==> config.mk <==
export PLATFORM = sky130hd
export DESIGN_NAME = spram_arbiter_flat
export DESIGN_NICKNAME = d
export VERILOG_FILES = /design/src/rtl/spram_arb_pkg.sv /design/src/rtl/spram_arbiter_if.sv /design/src/rtl/spram_arbiter_rr.sv /design/src/rtl/spram_arbiter.sv /design/src/flat_wrapper.sv
export SDC_FILE = /design/constraint.sdc
export NUM_CORES = 1
export LEC_CHECK = 0
export ABC_AREA = 1
export ABC_CLOCK_PERIOD_IN_PS = 1250
export BUFFER_PORTS_ARGS = -buffer_cell sky130_fd_sc_hd__buf_2
export CAP_MARGIN = 20
export CORE_AREA = 10 10 99 101
export CTS_BUF_LIST = sky130_fd_sc_hd__clkbuf_8
export DETAILED_ROUTE_END_ITERATION = 6
export DIE_AREA = 0 0 109 111
export MAX_ROUTING_LAYER = met4
export PLACE_DENSITY = 0.82
export SKIP_CTS_REPAIR_TIMING = 1
export SLEW_MARGIN = 20
export SYNTH_ARGS = -nofsm -noshare
export SYNTH_HDL_FRONTEND = slang
export SYNTH_SLANG_ARGS = --single-unit
==> constraint.sdc <==
create_clock -name clk -period 1.25 [get_ports clk]
set_input_delay 0.25 -clock clk [delete_from_list [all_inputs] [get_ports clk]]
set_output_delay 0.25 -clock clk [all_outputs]
set_load 0.02 [all_outputs]
==> src/rtl/spram_arb_pkg.sv <==
// Shared types and constants for the two-port SPRAM arbiter.
// Imported by the arbiter top and its round-robin sub-module.
package spram_arb_pkg;

  localparam int ADDR_W = 6;
  localparam int DATA_W = 32;

  localparam logic PORT_FETCH = 1'b0;
  localparam logic PORT_DATA  = 1'b1;

  typedef enum logic [1:0] {
    IDLE   = 2'd0,
    ACCESS = 2'd1,
    RESP   = 2'd2
  } state_t;

endpackage

==> src/rtl/spram_arbiter_if.sv <==
// Requester and RAM-side signals for the SPRAM arbiter.
// The arbiter uses the slave modport; requesters and the RAM model use master.
interface spram_arbiter_if #(
  parameter int ADDR_W = spram_arb_pkg::ADDR_W,
  parameter int DATA_W = spram_arb_pkg::DATA_W
);

  logic              req0;
  logic              we0;
  logic [ADDR_W-1:0] addr0;
  logic [DATA_W-1:0] wdata0;
  logic              ack0;
  logic [DATA_W-1:0] rdata0;

  logic              req1;
  logic              we1;
  logic [ADDR_W-1:0] addr1;
  logic [DATA_W-1:0] wdata1;
  logic              ack1;
  logic [DATA_W-1:0] rdata1;

  logic              ram_wea;
  logic [ADDR_W-1:0] ram_addra;
  logic [DATA_W-1:0] ram_dina;
  logic [DATA_W-1:0] ram_douta;

  modport slave (
    input  req0, we0, addr0, wdata0,
    input  req1, we1, addr1, wdata1,
    input  ram_douta,
    output ack0, rdata0, ack1, rdata1,
    output ram_wea, ram_addra, ram_dina
  );

  modport master (
    output req0, we0, addr0, wdata0,
    output req1, we1, addr1, wdata1,
    output ram_douta,
    input  ack0, rdata0, ack1, rdata1,
    input  ram_wea, ram_addra, ram_dina
  );

endinterface

==> src/rtl/spram_arbiter_rr.sv <==
// Two-way round-robin pick: a masked-out requester never wins, and a tie
// goes to the port that did not win last time.
module rr_arbiter2
  import spram_arb_pkg::*;
(
  input  logic [1:0] req,
  input  logic [1:0] mask,
  input  logic       last_grant,
  output logic       grant_valid,
  output logic       grant_id
);

  logic [1:0] eligible;

  assign eligible = req & ~mask;

  always_comb begin
    grant_valid = |eligible;
    grant_id    = PORT_FETCH;
    case (eligible)
      2'b01:   grant_id = PORT_FETCH;
      2'b10:   grant_id = PORT_DATA;
      2'b11:   grant_id = ~last_grant;
      default: grant_id = PORT_FETCH;
    endcase
  end

endmodule

==> src/rtl/spram_arbiter.sv <==
// Serialises fetch (port 0) and load/store (port 1) accesses onto one
// single-port synchronous RAM; each access takes an ACCESS and a RESP cycle.
module spram_arbiter
  import spram_arb_pkg::*;
#(
  parameter int ADDR_W = spram_arb_pkg::ADDR_W,
  parameter int DATA_W = spram_arb_pkg::DATA_W
) (
  input  logic            clk,
  input  logic            rst,
  spram_arbiter_if.slave  bus
);

  state_t            state;
  state_t            state_next;

  logic              cmd_we;
  logic [ADDR_W-1:0] cmd_addr;
  logic [DATA_W-1:0] cmd_wdata;
  logic              winner;
  logic              last_grant;

  logic [1:0]        req_vec;
  logic [1:0]        mask;
  logic              grant_valid;
  logic              grant_id;
  logic              load;

  logic              sel_we;
  logic [ADDR_W-1:0] sel_addr;
  logic [DATA_W-1:0] sel_wdata;

  assign req_vec = {bus.req1, bus.req0};

  // While responding, the port being acked must not win the next slot.
  assign mask = (state == RESP) ? ((winner == PORT_DATA) ? 2'b10 : 2'b01)
                                : 2'b00;

  rr_arbiter2 u_rr (
    .req         (req_vec),
    .mask        (mask),
    .last_grant  (last_grant),
    .grant_valid (grant_valid),
    .grant_id    (grant_id)
  );

  assign sel_we    = (grant_id == PORT_DATA) ? bus.we1    : bus.we0;
  assign sel_addr  = (grant_id == PORT_DATA) ? bus.addr1  : bus.addr0;
  assign sel_wdata = (grant_id == PORT_DATA) ? bus.wdata1 : bus.wdata0;

  always_ff @(posedge clk or posedge rst) begin
    if (rst) begin
      state <= IDLE;
    end else begin
      state <= state_next;
    end
  end

  always_comb begin
    state_next    = state;
    load          = 1'b0;
    bus.ram_wea   = 1'b0;
    bus.ack0      = 1'b0;
    bus.ack1      = 1'b0;
    case (state)
      IDLE: begin
        if (grant_valid) begin
          load       = 1'b1;
          state_next = ACCESS;
        end
      end
      ACCESS: begin
        bus.ram_wea = cmd_we;
        state_next  = RESP;
      end
      RESP: begin
        bus.ack0 = (winner == PORT_FETCH);
        bus.ack1 = (winner == PORT_DATA);
        if (grant_valid) begin
          load       = 1'b1;
          state_next = ACCESS;
        end else begin
          state_next = IDLE;
        end
      end
      default: state_next = IDLE;
    endcase
  end

  // Command is captured at grant time so requesters changing inputs later
  // cannot disturb an access in flight.
  always_ff @(posedge clk or posedge rst) begin
    if (rst) begin
      cmd_we     <= 1'b0;
      cmd_addr   <= '0;
      cmd_wdata  <= '0;
      winner     <= PORT_FETCH;
      last_grant <= PORT_DATA;
    end else if (load) begin
      cmd_we     <= sel_we;
      cmd_addr   <= sel_addr;
      cmd_wdata  <= sel_wdata;
      winner     <= grant_id;
      last_grant <= grant_id;
    end
  end

  assign bus.ram_addra = cmd_addr;
  assign bus.ram_dina  = cmd_wdata;
  assign bus.rdata0    = bus.ram_douta;
  assign bus.rdata1    = bus.ram_douta;

endmodule

==> src/flat_wrapper.sv <==
// flat-port wrapper written by rule: the top's interface ports become plain ports
module spram_arbiter_flat import spram_arb_pkg::*;
#(
  parameter int ADDR_W = spram_arb_pkg::ADDR_W,
  parameter int DATA_W = spram_arb_pkg::DATA_W
)
  (clk, rst, bus_req0, bus_we0, bus_addr0, bus_wdata0, bus_req1, bus_we1, bus_addr1, bus_wdata1, bus_ram_douta, bus_ack0, bus_rdata0, bus_ack1, bus_rdata1, bus_ram_wea, bus_ram_addra, bus_ram_dina);
  spram_arbiter_if #(.ADDR_W(ADDR_W), .DATA_W(DATA_W)) bus_i ();
  input  logic clk;
  input  logic rst;
  input wire logic [$bits(bus_i.req0)-1:0] bus_req0;
  input wire logic [$bits(bus_i.we0)-1:0] bus_we0;
  input wire logic [$bits(bus_i.addr0)-1:0] bus_addr0;
  input wire logic [$bits(bus_i.wdata0)-1:0] bus_wdata0;
  input wire logic [$bits(bus_i.req1)-1:0] bus_req1;
  input wire logic [$bits(bus_i.we1)-1:0] bus_we1;
  input wire logic [$bits(bus_i.addr1)-1:0] bus_addr1;
  input wire logic [$bits(bus_i.wdata1)-1:0] bus_wdata1;
  input wire logic [$bits(bus_i.ram_douta)-1:0] bus_ram_douta;
  output wire logic [$bits(bus_i.ack0)-1:0] bus_ack0;
  output wire logic [$bits(bus_i.rdata0)-1:0] bus_rdata0;
  output wire logic [$bits(bus_i.ack1)-1:0] bus_ack1;
  output wire logic [$bits(bus_i.rdata1)-1:0] bus_rdata1;
  output wire logic [$bits(bus_i.ram_wea)-1:0] bus_ram_wea;
  output wire logic [$bits(bus_i.ram_addra)-1:0] bus_ram_addra;
  output wire logic [$bits(bus_i.ram_dina)-1:0] bus_ram_dina;
  assign bus_i.req0 = bus_req0;
  assign bus_i.we0 = bus_we0;
  assign bus_i.addr0 = bus_addr0;
  assign bus_i.wdata0 = bus_wdata0;
  assign bus_i.req1 = bus_req1;
  assign bus_i.we1 = bus_we1;
  assign bus_i.addr1 = bus_addr1;
  assign bus_i.wdata1 = bus_wdata1;
  assign bus_i.ram_douta = bus_ram_douta;
  assign bus_ack0 = bus_i.ack0;
  assign bus_rdata0 = bus_i.rdata0;
  assign bus_ack1 = bus_i.ack1;
  assign bus_rdata1 = bus_i.rdata1;
  assign bus_ram_wea = bus_i.ram_wea;
  assign bus_ram_addra = bus_i.ram_addra;
  assign bus_ram_dina = bus_i.ram_dina;
  spram_arbiter #(.ADDR_W(ADDR_W), .DATA_W(DATA_W)) u_core (.clk(clk), .rst(rst), .bus(bus_i));
endmodule
Word level (Yosys, flattened, before mapping)
Index checks and enable logic that the tools add are counted.
Word-level totals
  flip-flop bits (word level): 43
  input bits: 114
  output and inout bits: 105
  word-level logic and storage cells: 32
Cells by class
  eq/ne operators: 5
  mux-type cells: 14
  bitwise logic cells: 4
  reduce and logical (&&, ||, !) cells: 3
Operators by type and width (number)
  $mux W32: 1
  $mux W1: 7
  $eq A2 B2 Y1 const B: 3
  $mux W2: 3
  $mux W6: 1
  $pmux W2 S3: 1
  $reduce_or A2 Y1: 2
  $and A2 B2 Y2: 1
  $eq A2 B1 Y1 const B: 1
  $logic_not A2 Y1: 1
  $ne A2 B1 Y1 const B: 1
  $not A1 Y1: 2
  $not A2 Y2: 1
  $pmux W1 S2: 1

Logic depth before layout (Yosys ltp)
Gate-level depths: netlist of run 1.
  word-level depth: 7
  depth in mapped cells: 10
  depth with buffers taken out: 8

By module
A second synthesis of run 1 with hierarchy kept.
Second synthesis, totals
  cells, all modules: 382
  area, all modules: 2670.1 um2
Modules (own cells, without submodules)
  spram_arbiter: times used 1, cells each 374, area each 2637.5 um2, sequential area each 1077.3 um2
  rr_arbiter2: times used 1, cells each 8, area each 32.5 um2, sequential area each 0.0 um2

Worst setup path before layout of run 1
Ideal clock, no wire load.
  path type: flip-flop to flip-flop
  start: reg u_core.state[0]
  end: reg u_core.cmd_addr[0] (netlist: u_core.bus.ram_addra[0])
  library setup time: 0.118 ns
  data arrival time: 1.165 ns
  data required time: 1.132 ns
  path slack: -0.033 ns
  stages on the path, launching flop included: 8
  buffers on the path: 1
  clock period less this slack: 1.283 ns
  cell sequence: dfrtp_1 > inv_2 > nand3_2 > nand3_2 > clkbuf_1 > nand3_1 > nand3_1 > nand2_1
On the way
  cells in the longest elaborated chain, start to end: 7
  elaborated cells between the ends (all ways): 13
  classes of those cells: 3 x eq/ne; 5 x mux; 2 x bitwise; 3 x reduce/logical
RTL lines
  start, declared: RTL line spram_arbiter.sv:14  | state_t state;
  start signal, assigned: RTL line spram_arbiter.sv:55  | state <= state_next;
  $eq A2 B2 Y1: RTL line spram_arbiter.sv:36, spram_arbiter.sv:65
  $mux W2: RTL line spram_arbiter.sv:36  | assign mask = (state == RESP) ? ((winner == PORT_DATA) ? 2'b10 : 2'b01)
  $not A2 Y2: RTL line spram_arbiter_rr.sv:15  | assign eligible = req & ~mask;
  $and A2 B2 Y2: RTL line spram_arbiter_rr.sv:15
  $eq A2 B2 Y1 / $reduce_or A2 Y1 (equally long branches): RTL line spram_arbiter_rr.sv:20, spram_arbiter_rr.sv:18
  $pmux W1 S2 / $mux W1 (equally long branches): RTL line spram_arbiter_rr.sv:20, spram_arbiter.sv:67, spram_arbiter.sv:79
  $mux W6 / $mux W1 (equally long branches)
  end signal, assigned: RTL line spram_arbiter.sv:101  | cmd_addr <= sel_addr;
  end, declared: RTL line spram_arbiter.sv:18  | logic [ADDR_W-1:0] cmd_addr;
Parallel ways exist; a longest one is shown, timed or not.
A chain may end at the register's enable or synchronous reset.

Worst setup path after layout of run 1
  start: reg u_core.state[0]
  end: out bus_ack0
On the way
  cells in the longest elaborated chain, start to end: 2
RTL lines
  $eq A2 B2 Y1: RTL line spram_arbiter.sv:65  | case (state)
  $mux W1: RTL line spram_arbiter.sv:65
  end, declared: RTL line flat_wrapper.sv:20  | output wire logic [$bits(bus_i.ack0)-1:0] bus_ack0;
Every way passes these cells.

==> run_results.csv, run 1 <==
group,metric,value,unit
outcome,status,"finished with violations",
outcome,violations,"setup timing",
routing,wl_per_cell,13.7,um
synthesis,ys_seq_area_share,37.1,%
worst_setup_path,reg2reg_depth,7,
sta,period_share,118,%
synthesis,syn_inst,420,
routing,dr_total_vias,2640,
synthesis,syn_area_per_cell,6.91,um2
floorplan,core_area,7970,um2
clock_tree,tritoncts,"yes",
worst_setup_path,worstSetupPathType,"reg2out",
finish,drive_gt1_share,35.6,%
run,maxCapViolCount,0,
synthesis,ys_types,16,
global_routing,antenna_found_initial,0,
placed_design,post-place-cells,578,
finish,register_area,1080,um2
sta,fin_crit,1480,ps
sta,fin_ws,-226,ps
global_routing,grt_max_degree,44,
floorplan,dieArea,12100,um2
worst_setup_path,r2r-start,"u_core.state[1]$_DFFE_PP0P_",
sta,slew_headroom,84.4,%
floorplan,dieHeight,111,um
global_routing,grt_pass1_vias,2755,
clock_tree,htreeDepth,2,
synthesis,ys_ff_latch,43,
synthesis,synth-xor-area-share,0,%
synthesis,synth_top_area_share,36.2,%
sta,grt_setup_unrepaired,"yes",
synthesis,yosys.area.top_type,"dfrtp_1",
routing,drt_iter0_markers,140,
finish,multi_input_area,997,um2
synthesis,synth_top_family_by_area,"buffers and inverters",
finish,nets,596,
worst_setup_path,worstSetupEndpoint,"bus_ack0",
global_routing,grt_overflow_total,0,
floorplan,rows,33,
finish,diodes,0,
worst_setup_path,startpoint,"u_core.state[0]$_DFFE_PP0P_",
finish,fillers,807,
synthesis,synth_compound_area_share,0.732,%
sta,hold_ws,7.79,ps
routing,first_pass_iters,4,
worst_setup_path,end_kind,"output port",
power,vdd_drop_max,0.978,mV
clock_tree,numCtsBuffers,5,
floorplan,initial_utilization,36.4,%
clock_tree,clockBufferDepth,2,
placed_design,hpwl,6.13,mm
power,power_density,2150,nW/um2
placed_design,portBuffers,122,
synthesis,syn_nets,534,
worst_setup_path,r2r_slack,-110,ps
synthesis,synth-simple-area-share,31.0,%
routing,drtAntennaViolNets,0,
synthesis,synth_area_leaders,"dfrtp_1 36%, buf_4 17%, nand2_1 16%",
sta,finalSetupViolCount,44,
synthesis,synth-adder-area-share,0,%
finish,syn_to_final_growth,21.1,%
sta,tightestPinTransition,234,ps
worst_setup_path,critical_path.max_fanout,4,
placed_design,gp_congestion,0.789,
worst_setup_path,crit_required,1000,ps
floorplan,ios,219,
finish,layout_commonest_cell,"buf_2",
sta,hold_viol,0,
synthesis,syn_area,2900,um2
global_routing,grt_pass1_wl,12.8,mm
power,power.leakage,0.00219,uW
clock_tree,cts_root_buffer,"clkbuf_8",
clock_tree,cts_sinks,43,
sta,skew,9.25,ps
global_routing,grt_usage,13.2,%
finish,fin_util,44.1,%
worst_setup_path,cp.arrival,1230,ps
floorplan,die_w,109,um
worst_setup_path,r2r-end,"u_core.bus.ram_dina[13]$_DFFE_PP0P_",
routing,drc,0,
sta,slew_viol_final,0,
hold_path,hold_class,"in2async",
worst_setup_path,cp-start-kind,"flop",
clock_tree,clock_latency,290,ps
sta,fmax,0.677,GHz
routing,wl,8.03,mm
synthesis,yosys_warnings,0,
routing,avgViaCountPerCell,4.49,
finish,final_cell_mix,"119 x buf_2, 114 x nand2_1, 78 x inv_1, 76 x nand3_1, 41 x dfrtp_1",
power,total_power,7580,uW
synthesis,synth.area.mux_share,0,%
finish,fin_cells,588,
clock_tree,path_clk_slew,90,ps
registers in the layout (all words and copies together), names as in the netlist:
| name | count |
|---|---|
| u_core.bus.ram_dina | 32 |
| u_core.last_grant | 1 |
| u_core.winner | 1 |
| u_core.bus.ram_addra | 6 |
| u_core.state | 2 |
| u_core.cmd_we | 1 |
final cells by class:
class / count / area share, %
tap: 105 / 3.74
multi-input combinational: 208 / 28.4
sequential: 43 / 30.7
inverter: 85 / 9.32
clock buffer: 5 / 1.96
clock inverter: 3 / 0.427
timing repair buffer: 139 / 25.5
power breakdown:
group	internal [uW]	switching (uW)	leakage (uW)	total [uW]
combinational	1620	2580	0.00162	4200
sequential	2100	420	0.000516	2520
clock	383	476	0.0000477	860
synthesized netlist by cell type, drive strengths merged:
cell type / instances
nand2: 122
inv: 85
nand3: 82
buf: 79
dfrtp: 42
clkbuf: 5
a21oi: 1
dfstp: 1
nor2: 1
nor3b: 1
o21ai: 1
cell families after synthesis:
family,count (synthesis)
flops,43
compound gates,2
simple gates,206
buf+inv,169
worst min-delay path by stage:
stage | startpoint | endpoint | slack [ps] | cells past startpoint
2_1_floorplan | rst | u_core.bus.ram_addra[0]$_DFFE_PP0P_ | 250 | 1
3_3_place_gp | rst | u_core.bus.ram_dina[18]$_DFFE_PP0P_ | 320 | 3
3_5_place_dp | rst | u_core.bus.ram_dina[12]$_DFFE_PP0P_ | 330 | 3
4_1_cts | rst | u_core.bus.ram_dina[12]$_DFFE_PP0P_ | 1 | 3
5_1_grt | rst | u_core.bus.ram_dina[13]$_DFFE_PP0P_ | 10 | 3
6_report | rst | u_core.bus.ram_addra[5]$_DFFE_PP0P_ | 8 | 3
metal layers:
layer | share of wire [%] | GRT usage (%) | up-vias
li1 | - | - | 1304
met1 | 37 | 13.6 | 1214
met2 | 52 | 22.6 | 101
met3 | 9.3 | 4.71 | 21
met4 | 1.8 | 4.57 | 0
met5 | 0 | - | -
worst max-delay path: stages (launching register included):
cell     delay, ps
dfrtp_1        400
inv_2          130
nand3_4        120
buf_6          130
inv_2           40
buf_6          110
metrics by stage:
| step | cell area (um2) | setup TNS, ps | worst slack [ps] |
|---|---|---|---|
| 2_1_floorplan | 2910 | -321 | -32.1 |
| 6_report | 3520 | -4090 | -226 |
| 3_3_place_gp | 3290 | -254 | -16.0 |
| 5_1_grt | 3520 | -7600 | -297 |
| 4_1_cts | 3370 | -3490 | -306 |
| 3_5_place_dp | 3290 | -1790 | -66.7 |
No activity file was read; power rests on OpenSTA's default activity.
==> run 2, diff against run 1 <==
--- a/config.mk
+++ b/config.mk
@@ -13,7 +13,6 @@
 export CTS_BUF_LIST = sky130_fd_sc_hd__clkbuf_8
 export DETAILED_ROUTE_END_ITERATION = 6
 export DIE_AREA = 0 0 109 111
-export MAX_ROUTING_LAYER = met4
 export PLACE_DENSITY = 0.82
 export SKIP_CTS_REPAIR_TIMING = 1
 export SLEW_MARGIN = 20
==> run_results.csv, run 2 (synthesis gave the netlist of run 1 again) <==
group,metric,value,unit
outcome,status,"finished with violations",
outcome,violations,"setup timing",
clock_tree,htreeDepth,2,
power,seq_power_share,33.2,%
worst_setup_path,cp-start-kind,"flop",
power,p_sw,3480,uW
sta,tightestPinTransition,235,ps
finish,layout_commonest_cell,"buf_2",
hold_path,hold_class,"in2async",
routing,first_pass_iters,4,
placed_design,placed_area,3290,um2
global_routing,grt_pass1_vias,2761,
routing,wl_per_cell,13.7,um
sta,fin_ws,-226,ps
global_routing,grt_max_degree,44,
sta,fin_crit,1480,ps
power,power.leakage,0.00219,uW
global_routing,grt_overflow_total,0,
clock_tree,numCtsBuffers,5,
worst_setup_path,reg2reg_depth,7,
finish,largest_reg_flops,32,
floorplan,dieHeight,111,um
clock_tree,clock_latency,290,ps
worst_setup_path,r2r_slack,-110,ps
placed_design,hpwl,6.13,mm
floorplan,die_w,109,um
power,switching_share,45.9,%
clock_tree,clockBufferDepth,2,
clock_tree,path_clk_slew,90,ps
worst_setup_path,critical_path.max_fanout,4,
finish,syn_to_final_growth,21.1,%
global_routing,antenna_found_initial,0,
floorplan,dieArea,12100,um2
placed_design,gp_congestion,0.778,
sta,hold_viol,0,
worst_setup_path,crit_required,1000,ps
routing,drc,0,
sta,skew,7.71,ps
global_routing,grt_pass1_wl,12.8,mm
routing,dr_total_vias,2637,
placed_design,pre_cts_slack,-66.7,ps
finish,nets,596,
power,total_power,7590,uW
worst_setup_path,r2r-start,"u_core.state[1]$_DFFE_PP0P_",
worst_setup_path,worstSetupPathType,"reg2out",
sta,grt_setup_unrepaired,"yes",
clock_tree,tritoncts,"yes",
placed_design,portBuffers,122,
floorplan,initial_utilization,36.4,%
finish,drive_gt1_share,35.6,%
routing,wl,8.03,mm
finish,fillers,807,
clock_tree,cts_root_buffer,"clkbuf_8",
power,power_density,2160,nW/um2
power,pwr-share-comb,55.4,%
finish,diodes,0,
power,clkPwrFrac,11.4,%
power,p_int,4100,uW
sta,finalSetupViolCount,44,
sta,fmax,0.677,GHz
finish,fin_area,3520,um2
sta,slew_viol_final,0,
floorplan,ios,219,
finish,final_cell_mix,"119 x buf_2, 114 x nand2_1, 78 x inv_1, 76 x nand3_1, 41 x dfrtp_1",
global_routing,grt_usage,12.8,%
floorplan,core_area,7970,um2
worst_setup_path,cp.arrival,1230,ps
routing,drtAntennaViolNets,0,
worst_setup_path,r2r-end,"u_core.bus.ram_dina[13]$_DFFE_PP0P_",
clock_tree,cts_sinks,43,
worst_setup_path,worstSetupEndpoint,"bus_ack0",
routing,avgViaCountPerCell,4.48,
sta,period_share,118,%
routing,drt_iter0_markers,128,
power,vdd_drop_max,0.979,mV
worst_setup_path,startpoint,"u_core.state[0]$_DFFE_PP0P_",
sta,slew_headroom,84.4,%
sta,setup_tns,-4050,ps
run,maxCapViolCount,0,
worst_setup_path,end_kind,"output port",
floorplan,rows,33,
[run 2: cell counts in the layout (fill, tap and decap cells not counted)]
No cell type changed its count.
[run 2: how the worst min path moves through the flow]
stage,end,depth (start not counted)
finish,u_core.bus.ram_addra[5]$_DFFE_PP0P_,3
detailed placement,u_core.bus.ram_dina[12]$_DFFE_PP0P_,3
global route,u_core.bus.ram_dina[13]$_DFFE_PP0P_,3
CTS,u_core.bus.ram_dina[12]$_DFFE_PP0P_,3
floorplan,u_core.bus.ram_addra[0]$_DFFE_PP0P_,1
global placement,u_core.bus.ram_dina[18]$_DFFE_PP0P_,3
[run 2: through the flow]
stage / std cells / hold WS [ps] / utilization, %
2_1_floorplan: 420 / 248 / -
3_5_place_dp: 578 / 330 / 41.3
3_3_place_gp: 578 / 320 / 41.3
6_report: 588 / 6.22 / 44.1
5_1_grt: 588 / 20.2 / 44.1
4_1_cts: 586 / 0.993 / 42.3
[run 2: per-layer routing]
metal	wire (um)	GRT usage, %	vias up	part of all wire, %
met5	0	0	-	0
met4	159	4.57	0	2.0
met3	814	4.88	23	10
met2	4110	22.6	98	51
met1	2950	13.3	1212	37
li1	-	-	1304	-
[run 2: final cells by class]
class	instances	area [um2]	share of cell area (%)
Inverter	85	328	9.32
Clock buffer	5	68.8	1.96
Clock inverter	3	15.0	0.427
Sequential cell	43	1080	30.7
Timing Repair Buffer	139	898	25.5
Multi-Input combinational cell	208	997	28.4
Tap cell	105	131	3.74
[run 2: critical path: stages, from the launching register on]
cell     delay, ps
dfrtp_1        400
inv_2          130
nand3_4        120
buf_6          130
inv_2           40
buf_6          110
[run 2: power by group through the flow]
stage / Clock [uW] / Sequential [uW] / Combinational (uW)
floorplan: 0 / 3250 / 1910
global placement: 0 / 2480 / 3900
detailed placement: 0 / 2500 / 3980
CTS: 928 / 2480 / 3990
global route: 977 / 2620 / 4630
finish: 867 / 2520 / 4200
==> run 3, diff against run 2 <==
--- a/config.mk
+++ b/config.mk
@@ -5,15 +5,14 @@
 export SDC_FILE = /design/constraint.sdc
 export NUM_CORES = 1
 export LEC_CHECK = 0
-export ABC_AREA = 1
 export ABC_CLOCK_PERIOD_IN_PS = 1250
 export BUFFER_PORTS_ARGS = -buffer_cell sky130_fd_sc_hd__buf_2
 export CAP_MARGIN = 20
-export CORE_AREA = 10 10 99 101
+export CORE_AREA = 10 10 96 98
 export CTS_BUF_LIST = sky130_fd_sc_hd__clkbuf_8
 export DETAILED_ROUTE_END_ITERATION = 6
-export DIE_AREA = 0 0 109 111
-export PLACE_DENSITY = 0.82
+export DIE_AREA = 0 0 106 108
+export PLACE_DENSITY = 0.81
 export SKIP_CTS_REPAIR_TIMING = 1
 export SLEW_MARGIN = 20
 export SYNTH_ARGS = -nofsm -noshare
==> run_results.csv, run 3 <==
group,metric,value,unit
run,maxCapViolCount,0,
outcome,violations,"setup timing",
clock_tree,path_clk_slew,80,ps
synthesis,yosys_warnings,0,
routing,avgViaCountPerCell,4.38,
synthesis,ys_types,22,
clock_tree,clock_latency,280,ps
synthesis,syn_nets,368,
synthesis,syn_inst,254,
sta,hold_viol,0,
worst_setup_path,cp-start-kind,"flop",
power,power_density,2430,nW/um2
routing,drc,0,
finish,diodes,0,
global_routing,antenna_found_initial,0,
worst_setup_path,end_kind,"output port",
floorplan,initial_utilization,34.1,%
placed_design,hpwl,4.90,mm
floorplan,core_area,7450,um2
synthesis,syn_area_per_cell,10.0,um2
sta,fin_ws,-289,ps
routing,wl_per_cell,14.8,um
sta,slew_viol_final,0,
synthesis,synth_area_leaders,"dfrtp_1 41%, buf_4 19%, mux2i_1 15%",
routing,drt_iter0_markers,34,
synthesis,synth-adder-area-share,0,%
sta,finalSetupViolCount,44,
global_routing,grt.met3_usage,5.18,%
clock_tree,tritoncts,"yes",
clock_tree,clockBufferDepth,2,
global_routing,grt_usage,10.1,%
routing,dr_total_vias,1869,
global_routing,grt_pass1_wl,9.50,mm
finish,nets,438,
floorplan,dieArea,11400,um2
worst_setup_path,cp.arrival,1290,ps
global_routing,use_met2,18.3,%
sta,hold_ws,11.1,ps
worst_setup_path,crit_required,1000,ps
synthesis,synth_edf_count,0,
placed_design,gp_congestion,0.765,
clock_tree,numCtsBuffers,5,
sta,tightestPinTransition,269,ps
placed_design,post-place-cells,412,
sta,fmax,0.650,GHz
power,power.leakage,0.00166,uW
floorplan,dieHeight,108,um
finish,layout_commonest_cell,"buf_2",
synthesis,synth_commonest_cells,"65 x buf_4, 42 x dfrtp_1, 42 x nand2_1",
synthesis,synth_top_family_by_area,"buffers and inverters",
global_routing,grt_pass1_vias,1996,
clock_tree,cts_sinks,43,
floorplan,die_w,106,um
placed_design,portBuffers,122,
worst_setup_path,slowest_stage,"dfrtp_2",
routing,wl,6.31,mm
finish,final_cell_mix,"119 x buf_2, 41 x nand2_1, 40 x dfrtp_1, 38 x mux2i_1, 30 x o21ai_1",
sta,grt_setup_unrepaired,"yes",
global_routing,busiest_layer,"met2",
global_routing,grt_overflow_total,0,
routing,drtAntennaViolNets,0,
floorplan,ios,219,
synthesis,yosys.area.top_type,"dfrtp_1",
global_routing,grt_max_degree,44,
worst_setup_path,critical_path.max_stage_delay,450,ps
floorplan,rows,32,
finish,largest_reg_flops,32,
synthesis,syn_area,2540,um2
hold_path,hold_class,"in2async",
worst_setup_path,critical_path.max_fanout,4,
finish,fin_cells,427,
sta,slew_headroom,82.1,%
finish,register_area,1080,um2
worst_setup_path,worstPathCellList,"nand3b_1, buf_4, inv_2, buf_6",
worst_setup_path,worstSetupPathType,"reg2out",
synthesis,ys_seq_area_share,42.4,%
synthesis,synth_ff_type,"dfrtp_1",
sta,fin_crit,1540,ps
synthesis,synth-xor-area-share,0,%
synthesis,synthArstFlopShare,100,%
synthesis,ys_ff_latch,43,
synthesis,synth.area.mux_share,15.4,%
sta,period_share,123,%
global_routing,met1_usage,9.43,%
routing,first_pass_iters,3,
finish,fillers,745,
clock_tree,cts_root_buffer,"clkbuf_8",
finish,multi_input_area,905,um2
finish,syn_to_final_growth,20.9,%
power,vdd_drop_max,0.835,mV
finish,drive_gt1_share,52.0,%
outcome,status,"finished with violations",
synthesis,synth-simple-area-share,7.92,%
synthesis,synth_compound_area_share,11.0,%
synthesis,yosysMostFrequentCell,"buf_4",
synthesis,synth_top_area_share,41.3,%
sta,skew,3.47,ps
clock_tree,htreeDepth,2,
[run 3: worst paths after layout]
| kind | from | endpoint | slack [ps] | cells past startpoint |
|---|---|---|---|---|
| max in group asynchronous | rst | u_core.last_grant$_DFFE_PP1P_ | 970 | 3 |
| worst min register to register | u_core.bus.ram_addra[1]$_DFFE_PP0P_ | u_core.bus.ram_addra[1]$_DFFE_PP0P_ | 480 | 2 |
| min in group clk | bus_wdata1[14] | u_core.bus.ram_dina[14]$_DFFE_PP0P_ | 230 | 3 |
| worst max-delay path | u_core.state[0]$_DFFE_PP0P_ | bus_ack1 | -290 | 4 |
| worst max register to register | u_core.state[1]$_DFFE_PP0P_ | u_core.bus.ram_dina[31]$_DFFE_PP0P_ | -290 | 5 |
| worst min-delay path | rst | u_core.bus.ram_dina[6]$_DFFE_PP0P_ | 10 | 3 |
[run 3: final cells by class]
cell class                 instances  area share (%)
clock buffer                       7            3.13
clock inverter                     1           0.122
inverter                           4           0.692
multi-input combinational        131            29.4
sequential                        43            35.1
tap                              102            4.15
timing repair buffer             139            27.4
[run 3: logic make-up (layout without fill, tap and decap cells)]
logic type      after synthesis  after routing
buf+inv                      80            151
compound gates               44             44
mux                          39             39
simple gates                 48             48
flops                        43             43
[run 3: per-stage QoR]
| step | setup TNS (ps) | worst slack [ps] | total power, uW | util [%] | cell area (um2) |
|---|---|---|---|---|---|
| finish | -10170 | -289 | 7460 | 41.3 | 3070 |
| detailed placement | -9440 | -293 | 6290 | 38.4 | 2860 |
| global route | -12790 | -373 | 8040 | 41.3 | 3070 |
| CTS | -10820 | -355 | 7260 | 39.7 | 2960 |
| floorplan | -5600 | -174 | 5250 | - | 2550 |
| global placement | -6750 | -222 | 6130 | 38.4 | 2860 |
[run 3: layer usage]
layer / share of wire, % / vias to the layer above / routed length [um]
li1: - / 918 / -
met3: 9.7 / 22 / 612
met1: 35 / 844 / 2220
met2: 53 / 85 / 3340
met4: 2.2 / 0 / 139
met5: 0 / - / 0
[run 3: power breakdown]
group	internal, uW	switching, uW	leakage [uW]
Sequential	2100	381	0.000522
Combinational	1700	2350	0.00109
Clock	496	430	0.0000557
[run 3: worst max-delay path, delay by kind of cell, from the launching register on]
family | cells | cell delay [ps]
buffers and inverters | 3 | 320
flip-flops | 1 | 450
AND/OR/NAND/NOR | 1 | 240
